**config.mk**
```make
export PLATFORM = sky130hd
export DESIGN_NAME = mips_muldiv_alu
export DESIGN_NICKNAME = d
export VERILOG_FILES = /design/src/rtl/mips_muldiv_alu.sv
export SDC_FILE = /design/constraint.sdc
export NUM_CORES = 2
export LEC_CHECK = 0
export ABC_AREA = 0
export ABC_CLOCK_PERIOD_IN_PS = 26600
export BUFFER_PORTS_ARGS = -buffer_cell sky130_fd_sc_hd__buf_2
export CAP_MARGIN = 20
export CORE_MARGIN = 4
export CORE_UTILIZATION = 23
export CTS_CLUSTER_SIZE = 24
export DETAILED_ROUTE_END_ITERATION = 16
export HOLD_SLACK_MARGIN = 0.05
export PLACE_DENSITY = 0.36
export SLEW_MARGIN = 20
export SYNTH_ARGS = -nofsm -noshare
export SYNTH_HDL_FRONTEND = slang
export SYNTH_SLANG_ARGS = --single-unit
```
**constraint.sdc**
```tcl
create_clock -name clk -period 26.6 [get_ports clk]
set_input_delay 5.32 -clock clk [delete_from_list [all_inputs] [get_ports clk]]
set_output_delay 5.32 -clock clk [all_outputs]
set_load 0.01 [all_outputs]
```
**src/rtl/mips_muldiv_alu.sv**
```systemverilog
// Execute-stage integer ALU plus a multi-cycle multiply/divide unit that owns HI/LO.
// Define MIPS_ALU_DIV_EN to build the restoring divider; without it DIV/DIVU complete at once as no-ops.
module mips_muldiv_alu #(
  parameter int WIDTH      = 32,
  parameter int MUL_STAGES = 2,
  parameter int SHW        = $clog2(WIDTH)
) (
  input  logic             clk,
  input  logic             rst,
  input  logic [3:0]       alu_control,
  input  logic [WIDTH-1:0] data1,
  input  logic [WIDTH-1:0] read2,
  input  logic [15:0]      immediate,
  input  logic             ALUSrc,
  input  logic [SHW-1:0]   shamt,
  output logic [WIDTH-1:0] ALU_result,
  output logic             zero,
  input  logic [2:0]       md_op,
  input  logic             md_start,
  output logic             md_busy,
  output logic             md_done,
  output logic [WIDTH-1:0] hi,
  output logic [WIDTH-1:0] lo
);

  localparam int PW = 2 * WIDTH;
  localparam logic [2:0] OP_DIV  = 3'b100;
  localparam logic [2:0] OP_DIVU = 3'b101;
  localparam logic [2:0] OP_MTHI = 3'b110;
  localparam logic [2:0] OP_MTLO = 3'b111;

  typedef enum logic [1:0] {S_IDLE, S_MUL, S_DIV, S_DIV_FIX} state_t;

  typedef struct packed {
    logic [2:0]       op;
    logic [WIDTH-1:0] a;
    logic [WIDTH-1:0] b;
  } md_req_t;

  state_t  state;
  md_req_t req;
  logic    accept, mul_go, mul_acc;

  assign req    = '{op: md_op, a: data1, b: read2};
  assign accept = md_start && (state == S_IDLE);
  assign mul_go = accept && !req.op[2];

  // ---------------- combinational ALU ----------------
  logic [WIDTH-1:0] imm_ext, alu_b;

  assign imm_ext = WIDTH'($signed(immediate));
  assign alu_b   = ALUSrc ? imm_ext : read2;

  always_comb begin
    ALU_result = '0;
    case (alu_control)
      4'b0000: ALU_result = data1 & alu_b;
      4'b0001: ALU_result = data1 | alu_b;
      4'b0010: ALU_result = data1 + alu_b;
      4'b0110: ALU_result = data1 - alu_b;
      4'b0100: ALU_result = data1 ^ alu_b;
      4'b1100: ALU_result = ~(data1 | alu_b);
      4'b0111: ALU_result = WIDTH'($signed(data1) < $signed(alu_b));
      4'b1011: ALU_result = WIDTH'(data1 < alu_b);
      4'b1000: ALU_result = data1 << shamt;
      4'b1001: ALU_result = data1 >> shamt;
      4'b1010: ALU_result = $signed(data1) >>> shamt;
      default: ALU_result = '0;
    endcase
  end

  assign zero = (ALU_result == '0);

  // ---------------- multiplier pipeline ----------------
  // Operands are extended to 2*WIDTH so one unsigned multiply serves both signednesses.
  logic                           mul_sgn;
  logic [PW-1:0]                  mul_ea, mul_eb, mul_prod;
  logic [MUL_STAGES-1:0]          vld_pipe;
  logic [MUL_STAGES-1:0][PW-1:0]  prod_pipe;

  assign mul_sgn  = ~req.op[0];
  assign mul_ea   = mul_sgn ? PW'($signed(req.a)) : PW'(req.a);
  assign mul_eb   = mul_sgn ? PW'($signed(req.b)) : PW'(req.b);
  assign mul_prod = mul_ea * mul_eb;

  always_ff @(posedge clk) begin
    if (rst) begin
      vld_pipe <= '0;
    end else begin
      vld_pipe[0] <= mul_go;
      for (int k = 1; k < MUL_STAGES; k++) vld_pipe[k] <= vld_pipe[k-1];
    end
  end

  always_ff @(posedge clk) begin
    if (mul_go) prod_pipe[0] <= mul_prod;
    for (int k = 1; k < MUL_STAGES; k++)
      if (vld_pipe[k-1]) prod_pipe[k] <= prod_pipe[k-1];
  end

`ifdef MIPS_ALU_DIV_EN
  // ---------------- restoring divider datapath ----------------
  localparam int CW = $clog2(WIDTH + 1);

  logic [WIDTH-1:0] dvd_raw, dvs_raw, dvs_abs, rem, quot;
  logic             div_sgn;
  logic [CW-1:0]    div_cnt;
  logic [WIDTH:0]   div_shift, div_diff;

  assign div_shift = {rem, quot[WIDTH-1]};
  assign div_diff  = div_shift - {1'b0, dvs_abs};

  function automatic logic [WIDTH-1:0] mag(input logic [WIDTH-1:0] v, input logic s);
    return (s && v[WIDTH-1]) ? -v : v;
  endfunction
`endif

  // ---------------- control FSM, HI/LO ----------------
  always_ff @(posedge clk) begin
    if (rst) begin
      state   <= S_IDLE;
      md_busy <= 1'b0;
      md_done <= 1'b0;
      hi      <= '0;
      lo      <= '0;
      mul_acc <= 1'b0;
    end else begin
      md_done <= 1'b0;
      case (state)
        S_IDLE: if (md_start) begin
          case (req.op)
            OP_MTHI: begin hi <= req.a; md_done <= 1'b1; end
            OP_MTLO: begin lo <= req.a; md_done <= 1'b1; end
            OP_DIV, OP_DIVU: begin
`ifdef MIPS_ALU_DIV_EN
              state   <= S_DIV;
              md_busy <= 1'b1;
              dvd_raw <= req.a;
              dvs_raw <= req.b;
              div_sgn <= ~req.op[0];
              div_cnt <= '0;
`else
              md_done <= 1'b1;
`endif
            end
            default: begin
              state   <= S_MUL;
              md_busy <= 1'b1;
              mul_acc <= req.op[1];
            end
          endcase
        end
        S_MUL: if (vld_pipe[MUL_STAGES-1]) begin
          // MADD accumulates onto HI/LO as they stand at write time.
          {hi, lo} <= (mul_acc ? {hi, lo} : {PW{1'b0}}) + prod_pipe[MUL_STAGES-1];
          md_done  <= 1'b1;
          md_busy  <= 1'b0;
          state    <= S_IDLE;
        end
`ifdef MIPS_ALU_DIV_EN
        S_DIV: begin
          if (div_cnt == '0) begin
            quot    <= mag(dvd_raw, div_sgn);
            dvs_abs <= mag(dvs_raw, div_sgn);
            rem     <= '0;
          end else begin
            rem  <= div_diff[WIDTH] ? div_shift[WIDTH-1:0] : div_diff[WIDTH-1:0];
            quot <= {quot[WIDTH-2:0], ~div_diff[WIDTH]};
            if (div_cnt == CW'(WIDTH)) state <= S_DIV_FIX;
          end
          div_cnt <= div_cnt + CW'(1);
        end
        S_DIV_FIX: begin
          // Zero divisor overrides the datapath; MIN/-1 falls out of the magnitude path naturally.
          if (dvs_raw == '0) begin
            lo <= '1;
            hi <= dvd_raw;
          end else begin
            lo <= (div_sgn && (dvd_raw[WIDTH-1] ^ dvs_raw[WIDTH-1])) ? -quot : quot;
            hi <= (div_sgn && dvd_raw[WIDTH-1]) ? -rem : rem;
          end
          md_done <= 1'b1;
          md_busy <= 1'b0;
          state   <= S_IDLE;
        end
`endif
        default: state <= S_IDLE;
      endcase
    end
  end

endmodule

```
==> results.rst <==
.. list-table::
   :header-rows: 1

   * - Metric
     - Value
   * - Critical Path Fanout Max
     - 51
   * - DR iter-0 viols
     - 4666
   * - DR vias
     - 53900
   * - Pin count of the biggest net entering global routing
     - 70
   * - Antenna violations before repair
     - 37
   * - Average wire per standard cell
     - 27.8 um
   * - Clock Root Buffer
     - clkbuf_16
   * - Biggest area contributors in the synthesized netlist
     - fa_1 42%, inv_1 9.5%, ha_1 8.8%
   * - Max Freq
     - 0.0595 GHz
   * - Actual transition at the worst max-transition pin
     - roughly 1.2 ns
   * - Clk_skew
     - ~0.018 ns
   * - Via count of the first global-routing pass
     - roughly 58000
   * - Pre-CTS setup slack
     - 9.59 ns
   * - Total half-perimeter wirelength after legalization and detailed placement
     - between 200 and 300 mm
   * - Crit path capture type
     - output port
   * - Fraction of post-synthesis cell area in the top cell type by area
     - 42.2%
   * - Reg-to-reg setup timing slack
     - 20.79 ns
   * - Total wire length after detailed routing
     - roughly 320 mm
   * - Remaining antenna violation count
     - 0
   * - Worst rel slew slack
     - 22.4%
   * - Path class of the lowest-slack min-delay path
     - flip-flop to flip-flop
   * - Netlist Area Pre-Place
     - 67300 um2
   * - Post-Syn Instances
     - 7554
   * - Hold violation count in the final report
     - 0
   * - Worst-skew pair later-pin latency
     - 0.49 ns
   * - Run status
     - finished, final reports clean
   * - Placer's final routability congestion estimate
     - between 0.9 and 1
   * - Setup repair after global routing missed its margin
     - no
   * - Type of element launching the critical path
     - input port
   * - Most frequently used cell type in the post-synthesis netlist
     - inv_1
   * - Wire length of the first global-routing pass
     - 450 mm
   * - Number of distinct library cell variants in the gate-level netlist after synthesis
     - 92
   * - Number of warnings reported in the yosys synthesis log
     - 0
   * - Count of hold buffers inserted by post-cts repair
     - 0
   * - Die height
     - approximately 550 um
   * - Core region area
     - between 200000 and 300000 um2
   * - Top cell types by occurrence after synthesis
     - 1704 x inv_1, 1419 x fa_1, 721 x nand2_1
   * - IO Count
     - 195
   * - Count of buffers from port buffering
     - ~190
   * - Final nets
     - 9493
   * - Area Overhead vs Synth
     - 9.01%
   * - Reg-to-reg critical path endpoint
     - hi[29]$_SDFFE_PP0P_
   * - Setup Fix Bufs, Post-CTS
     - 0
   * - Clock edge transition at the registers on the reported setup and hold paths
     - about 0.07 ns
   * - Crit Path Class
     - input port to output port
   * - CTS Sinks
     - between 150 and 200
   * - Level count of the clock H-tree
     - 4
   * - Share of the yosys chip area belonging to registers
     - 7.76%
   * - Total nets after synthesis
     - 9541
   * - Number of cell rows
     - 198
   * - Clock buffers created by TritonCTS
     - 17
   * - Setup slack of the critical path after layout
     - 9.80 ns
   * - CP startpoint
     - shamt[1]
   * - Number of cells traversed by the worst register-to-register path
     - 16
   * - Deepest clock path buffer count
     - 2
   * - Final cycle utilization of the critical path
     - about 63%
   * - Data arrival time of the worst path
     - 11.48 ns
   * - Pre-Repair DR Iteration Count
     - 5
   * - CTS tree
     - yes
   * - Tmin final
     - approximately 17 ns
   * - Starting density of the core
     - 23.1%
   * - Critical Path End
     - zero
   * - Layout cell share with drive strength beyond 1
     - 6.45%
   * - Yosys reg bits
     - about 200
   * - Overall die width
     - between 500 and 600 um
   * - Number of violations of the max-capacitance limit
     - 0
   * - Via density per instance
     - 4.71
   * - Prevailing post-synth register cell
     - edfxtp_1
   * - Share of synthesized flip-flops with an asynchronous set or reset
     - 0%
   * - Max Transition Viols Final
     - 0
   * - Number of failing setup endpoints in the final timing report
     - 0
   * - Data required time at the worst endpoint
     - 21.28 ns
   * - Setup total negative slack
     - 0 ns
   * - Area after DPL
     - a little over 70000 um2
   * - DRC errors left
     - 0
   * - Post-cts gate resize count
     - 0
   * - Layout Cell Area excl Fill
     - 73400 um2
   * - Global route overflow
     - 0
   * - Total die area
     - 302000 um2
   * - Total routing resource utilization after global routing
     - 20.9%
   * - Startpoint of the worst register-to-register path
     - mul_acc$_SDFFE_PP0P_
   * - Average instance area after synthesis
     - roughly 9 um2
   * - Library cell occupying the most area in the post-synthesis netlist
     - fa_1
   * - Number of synthesized flops with an enable pin
     - 128
==> through the flow <==
stage | hold WS (ns) | std cells | utilization [%]
after CTS | 0.420 | 11400 | 25.2
after floorplan | 0.400 | 7554 | -
after global routing | 0.436 | 11400 | 25.2
final | 0.422 | 11400 | 25.2
after detailed placement | 0.405 | 11400 | 25.0
after global placement | 0.404 | 11400 | 25.0
==> worst max-delay path: stages <==
cell       delay (ns)
buf_4            0.52
buf_4            0.66
mux4_2           0.45
mux2i_1          0.67
mux2i_1          0.17
a211oi_1         0.71
o221ai_1         0.20
nor4_1           0.62
o2111ai_1        0.19
or4_1            0.49
or4_1            0.53
nor4_2           0.35
nand4b_1         0.19
nor4_2           0.22
buf_2            0.16
==> flip-flops by register name, summed over array words and instances (netlist names) <==
register,flops
prod_pipe,128
hi,32
lo,32
vld_pipe,2
md_busy,1
md_done,1
mul_acc,1
==> final cells by class <==
cell class	instances	area, um2
fill	31800	218000
sequential	197	5230
timing repair buffer	340	2120
clock buffer	18	439
clock inverter	14	154
inverter	1723	6470
multi-input combinational	5227	54100
antenna	12	30.0
tap	3900	4880
==> cell usage in the layout, fill, tap and decap left out, types with 32 or more instances in the layout <==
cell type  synthesis  routed
dfxtp_1           69      67
nand2b_1          44      44
and2_1           369     369
mux4_2            51      51
a311oi_1          32      32
buf_2             24     191
o21ai_0          179     178
a211oi_1          53      53
a31oi_1           37      37
mux2i_1           92      92
a21o_1           100     100
a21oi_1          283     283
xor2_1            44      44
nand2_1          721     719
o21bai_1          40      40
xnor2_1          139     139
buf_4              5     146
fa_1            1419    1419
edfxtp_1         128     128
nor3_1            73      72
inv_1           1704    1702
ha_1             472     472
nand3_1           41      41
nor2_1           557     556
o211ai_1          34      34
==> per-layer routing <==
layer	global-route usage [%]	routed length, um	vias to the layer above
met5	0	87	-
met4	6.18	11200	14
met3	2.91	18100	311
met2	33.8	146000	1821
met1	28.9	143000	28500
li1	-	-	23300
==> worst min-delay path by stage <==
| stage | slack [ns] | cells after the start | to | startpoint |
|---|---|---|---|---|
| floorplan | 0.40 | 0 | prod_pipe[100]$_DFFE_PP_ | prod_pipe[36]$_DFFE_PP_ |
| global placement | 0.40 | 0 | prod_pipe[95]$_DFFE_PP_ | prod_pipe[31]$_DFFE_PP_ |
| detailed placement | 0.40 | 0 | prod_pipe[95]$_DFFE_PP_ | prod_pipe[31]$_DFFE_PP_ |
| CTS | 0.42 | 0 | prod_pipe[95]$_DFFE_PP_ | prod_pipe[31]$_DFFE_PP_ |
| global route | 0.44 | 0 | prod_pipe[70]$_DFFE_PP_ | prod_pipe[6]$_DFFE_PP_ |
| finish | 0.42 | 0 | prod_pipe[67]$_DFFE_PP_ | prod_pipe[3]$_DFFE_PP_ |
==> kinds of logic (layout without fill, tap and decap cells) <==
| group | after synthesis | after routing | share of synthesized area [%] |
|---|---|---|---|
| AOI/OAI and AO/OA | 1015 | 1015 | 9.97 |
| xor gates and xnor gates | 183 | 183 | 2.38 |
| adders and majority gates | 1891 | 1891 | 51.0 |
| buffers and inverters | 2130 | 2095 | 12.0 |
| DFF | 197 | 197 | 7.76 |
| muxes | 158 | 158 | 3.33 |
| other | 0 | 12 | 0 |
| and+or+nand+nor | 1980 | 1980 | 13.6 |
Power is left out: the tool's default activity adds up to more than one toggle a clock period on the data nets, which glitch-free logic cannot reach.
